--- src/rtl/axis_rr_merge.sv ---
// axis_rr_merge: N-channel AXI-stream round-robin merge onto one registered output stream.
// Optional packet-atomic arbitration is enabled by defining AXIS_RR_MERGE_PKT_EN.
`default_nettype none

module axis_rr_merge #(
    parameter int NCH  = 4,
    parameter int W    = 32,
    parameter int LGCH = $clog2(NCH)
) (
    input  logic              i_clk,
    input  logic              i_reset_n,
    input  logic [NCH-1:0]    i_valid,
    output logic [NCH-1:0]    o_ready,
    input  logic [NCH*W-1:0]  i_data,
    input  logic [NCH-1:0]    i_last,
    output logic              o_valid,
    input  logic              i_ready,
    output logic [W-1:0]      o_data,
    output logic [LGCH-1:0]   o_chan,
    output logic              o_last
);

    // Channel vectors padded to a power of two so any LGCH-bit index is legal.
    localparam int NPAD = 1 << LGCH;

    logic              slot_free;
    logic              any_valid;
    logic              accept;
    logic              found;
    logic [LGCH-1:0]   cand;
    logic [LGCH-1:0]   rr_grant;
    logic [LGCH-1:0]   grant;
    logic [LGCH-1:0]   r_prev;
    logic [NPAD-1:0]   valid_pad;
    logic [W-1:0]      data_arr [NPAD];

`ifdef AXIS_RR_MERGE_PKT_EN
    logic              r_lock;
    logic [NPAD-1:0]   last_pad;

    always_comb begin
        last_pad = '0;
        for (int k = 0; k < NCH; k++) begin
            last_pad[k] = i_last[k];
        end
    end
`else
    logic              unused_last;
    assign unused_last = ^i_last;
`endif

    always_comb begin
        valid_pad = '0;
        for (int k = 0; k < NPAD; k++) begin
            data_arr[k] = '0;
        end
        for (int k = 0; k < NCH; k++) begin
            valid_pad[k] = i_valid[k];
            data_arr[k]  = i_data[k*W +: W];
        end
    end

    // Search starts just after the last granted channel and wraps modulo NCH.
    always_comb begin
        rr_grant = r_prev;
        found    = 1'b0;
        cand     = '0;
        for (int s = 1; s <= NCH; s++) begin
            cand = LGCH'((int'(r_prev) + s) % NCH);
            if (!found && valid_pad[cand]) begin
                found    = 1'b1;
                rr_grant = cand;
            end
        end
    end

`ifdef AXIS_RR_MERGE_PKT_EN
    assign grant = r_lock ? r_prev : rr_grant;
`else
    assign grant = rr_grant;
`endif

    assign any_valid = |i_valid;
    assign slot_free = !o_valid || i_ready;
    assign accept    = slot_free && valid_pad[grant];

    always_comb begin
        o_ready = '0;
        for (int k = 0; k < NCH; k++) begin
            if (slot_free && any_valid && (grant == LGCH'(k))) begin
                o_ready[k] = 1'b1;
            end
        end
    end

    always_ff @(posedge i_clk or negedge i_reset_n) begin
        if (!i_reset_n) begin
            o_valid <= 1'b0;
            o_data  <= '0;
            o_chan  <= '0;
            o_last  <= 1'b0;
            r_prev  <= LGCH'(NCH - 1);
`ifdef AXIS_RR_MERGE_PKT_EN
            r_lock  <= 1'b0;
`endif
        end else if (slot_free) begin
            if (accept) begin
                o_valid <= 1'b1;
                o_data  <= data_arr[grant];
                o_chan  <= grant;
                r_prev  <= grant;
`ifdef AXIS_RR_MERGE_PKT_EN
                o_last  <= last_pad[grant];
                r_lock  <= !last_pad[grant];
`else
                o_last  <= 1'b1;
`endif
            end else begin
                o_valid <= 1'b0;
            end
        end
    end

endmodule

`default_nettype wire

--- config.mk ---
export PLATFORM = sky130hd
export DESIGN_NAME = axis_rr_merge
export DESIGN_NICKNAME = d
export VERILOG_FILES = /design/src/rtl/axis_rr_merge.sv
export SDC_FILE = /design/constraint.sdc
export NUM_CORES = 1
export LEC_CHECK = 0
export BUFFER_PORTS_ARGS = -buffer_cell sky130_fd_sc_hd__buf_2
export CAP_MARGIN = 20
export CORE_MARGIN = 2
export CORE_UTILIZATION = 25
export DETAILED_ROUTE_END_ITERATION = 6
export PLACE_DENSITY = 0.63
export SYNTH_ARGS = -nofsm -noshare
export SYNTH_HDL_FRONTEND = slang
export SYNTH_SLANG_ARGS = --single-unit
--- constraint.sdc ---
create_clock -name i_clk -period 2.1 [get_ports i_clk]
set_input_delay 0.315 -clock i_clk [delete_from_list [all_inputs] [get_ports i_clk]]
set_output_delay 0.315 -clock i_clk [all_outputs]
set_load 0.1 [all_outputs]
==> impl_metrics.json <==
{
  "hold_buffers": 0,
  "coreArea_um2": 8810,
  "cts_tree": "yes",
  "cpPeakStageDelay_ns": 0.55,
  "ant_nets": 0,
  "synth_area_um2": 2290,
  "die_y_um": 99.7,
  "grt_overflow": 0,
  "power.internal_mw": 2.19,
  "grt_max_degree": 39,
  "fill_cells": 864,
  "numClockSinks": 38,
  "grt_pass1_wl_um": 11300,
  "final_common_cell": "buf_2",
  "clk_pin_slew_worst_paths_ns": 0.07,
  "most-common-layout-cells": "buf_2, mux2i_1, nand2_1, dfrtp_1, o221ai_1",
  "drt_wl_total_um": 7330,
  "die_x_um": 99.7,
  "critPathSlowestCell": "dfstp_2",
  "io_pins": 179,
  "diodes": 0,
  "drc": 0,
  "path_class": "reg2out",
  "layout.nets": 540,
  "final-max-slew-violation-count": 0,
  "cpMostUsedCell": "buf_12",
  "crit_path_max_fanout": 5,
  "relSlewSlack_pct": 42.1,
  "rsz0062_at_grt": "yes",
  "power.net_switching_mw": 3.06,
  "sw_frac_of_total_pct": 58.3,
  "avgSynthCellArea_um2": 10.5,
  "path_buf_inv": 3,
  "numCtsBuffers": 5,
  "die_area_um2": 9940,
  "first_iter_violations": 56,
  "synth_top_area_cell": "dfrtp_1",
  "routed-via-count": 2390,
  "post-route-min-period_ns": 2.18,
  "wl_per_cell_um": 14.4,
  "failed_checks": "setup timing",
  "synth_warnings": 0,
  "cts_buffer_depth": 2,
  "setup-violations-final": 3,
  "synthCells": 218,
  "mappedNetlistNets": 357,
  "yosys-top-cells-area": "dfrtp_1, mux2i_1, o221ai_1, nand2_1, dfstp_2",
  "yosys.area.top_type_share_pct": 39.3,
  "synth_cell_types": 20,
  "globalplace.congestion": 0.734,
  "areaGrowthSynthToFinish_pct": 59.4,
  "required_ns": 1.78,
  "fin_skew_ns": 0.00482,
  "hold_viol": 0,
  "total_leakage_power_nw": 1.94,
  "grt.total_usage_pct": 14.3,
  "htreeDepth": 2,
  "min_period_over_period_pct": 104,
  "power_density_nw_per_um2": 1440,
  "fmax_mhz": 458,
  "firstDrtPassIters": 4,
  "num_rows": 34,
  "min_path_type": "in2async",
  "combPwrFrac_pct": 69.2,
  "cp_top_family": "flip-flops",
  "cts-root-buf": "clkbuf_8",
  "drv_cap": 0,
  "end_kind": "output pin",
  "clk_latency_ns": 0.29,
  "hpwl_um": 5550,
  "critPathLaunchType": "flop",
  "viasPerCell": 4.69,
  "synth.ff_latch_count": 38,
  "antenna_found_initial": 0,
  "peakVddDrop_mv": 0.954,
  "crit_chain": "nand2b_4, o21ai_4, a221oi_4, buf_12, inv_8, nor2_4, buf_12",
  "grt_pass1_vias": 2417,
  "port_buffers": 174,
  "pwr-share-seq_pct": 21.5,
  "status": "finished, violations left",
  "pre_cts_ws_ns": 0.00894,
  "clkPwrFrac_pct": 9.2,
  "yosysSeqAreaShare_pct": 41.6,
  "drive_gt1_share_pct": 55.0,
  "setup_ws_ns": -0.0838,
  "total_power_mw": 5.24,
  "arrival_ns": 1.87,
  "start_util_pct": 26.0,
  "worstMarginPinSlew_ns": 0.869
}
flip-flops by register name, summed over array words and instances (netlist names):
name,count
o_chan,2
o_data,32
o_last,1
o_valid,1
r_prev,2
worst paths after layout:
path,start,to,slack [ns],cells after the start
setup / recovery,r_prev[0],o_ready[2],-0.08,7
hold / removal,i_reset_n,o_data[11],0.14,1
setup reg to reg,r_prev[0],o_data[27],0.01,8
hold reg to reg,o_chan[1],o_chan[1],0.48,2
max in group asynchronous,i_reset_n,o_valid,1.37,1
min in group i_clk,i_ready,o_valid,0.29,4
power by group through the flow:
stage	clock, mW	sequential, mW	combinational [mW]
after floorplan	0	2.90	1.02
after global placement	0	1.14	3.46
after detailed placement	0	1.14	3.51
after CTS	0.510	1.13	3.56
after global routing	0.546	1.16	3.78
final	0.485	1.13	3.63
layer usage:
metal	vias up	global-route usage (%)	part of all wire [%]	wire [um]
li1	1182	-	-	-
met1	1084	16.3	41	2980
met2	120	26.4	51	3740
met3	4	3.65	7.5	548
met4	0	3.48	0.78	57
met5	-	0	0	0
cell usage after synthesis (all sizes together):
library cell / count
a21o: 1
a21oi: 4
a221oi: 1
buf: 16
clkbuf: 3
dfrtp: 36
dfstp: 2
inv: 3
mux2i: 64
nand2: 39
nand2b: 5
nor2: 7
nor4: 1
o211ai: 1
o21a: 1
o21ai: 2
o221ai: 32
kinds of logic after synthesis:
group	count (synthesis)	share of synthesized area, %
mux	64	28.0
simple gates	52	9.18
compound gates	42	15.2
flops	38	41.6
buf+inv	22	6.01
final cells by class:
class | count | area [um2] | area share, %
clock buffer | 8 | 80.1 | 2.19
inverter | 3 | 18.8 | 0.514
multi-input combinational | 158 | 1290 | 35.4
sequential | 38 | 955 | 26.2
tap | 108 | 135 | 3.70
timing repair buffer | 195 | 1170 | 32.0
worst reg2reg max path, delay by kind of cell, from the launching register on:
family | cells | cell delay [ns]
multiplexers | 1 | 0.23
flip-flops | 1 | 0.55
buffers and inverters | 3 | 0.49
AND/OR/NAND/NOR | 1 | 0.14
AO/OA/AOI/OAI | 3 | 0.54
timing repair:
action,4_1_cts,5_1_grt
buffers inserted,5,0
hold endpoints to repair,0,0
pin swaps,1,2
cloned,0,1
setup endpoints to repair,4,24
gates resized for setup,4,12
per-stage QoR:
step,instances,setup TNS (ns),util [%],instance area (um2),hold WS [ns]
after floorplan,218,-0.209,-,2350,0.0194
after global placement,496,0,39.1,3440,0.445
after detailed placement,496,0,39.1,3440,0.464
after CTS,509,-0.356,40.6,3580,0.180
after global routing,510,-1.84,41.4,3650,0.215
final,510,-0.245,41.4,3650,0.142
Power figures use the tool's default switching activity.
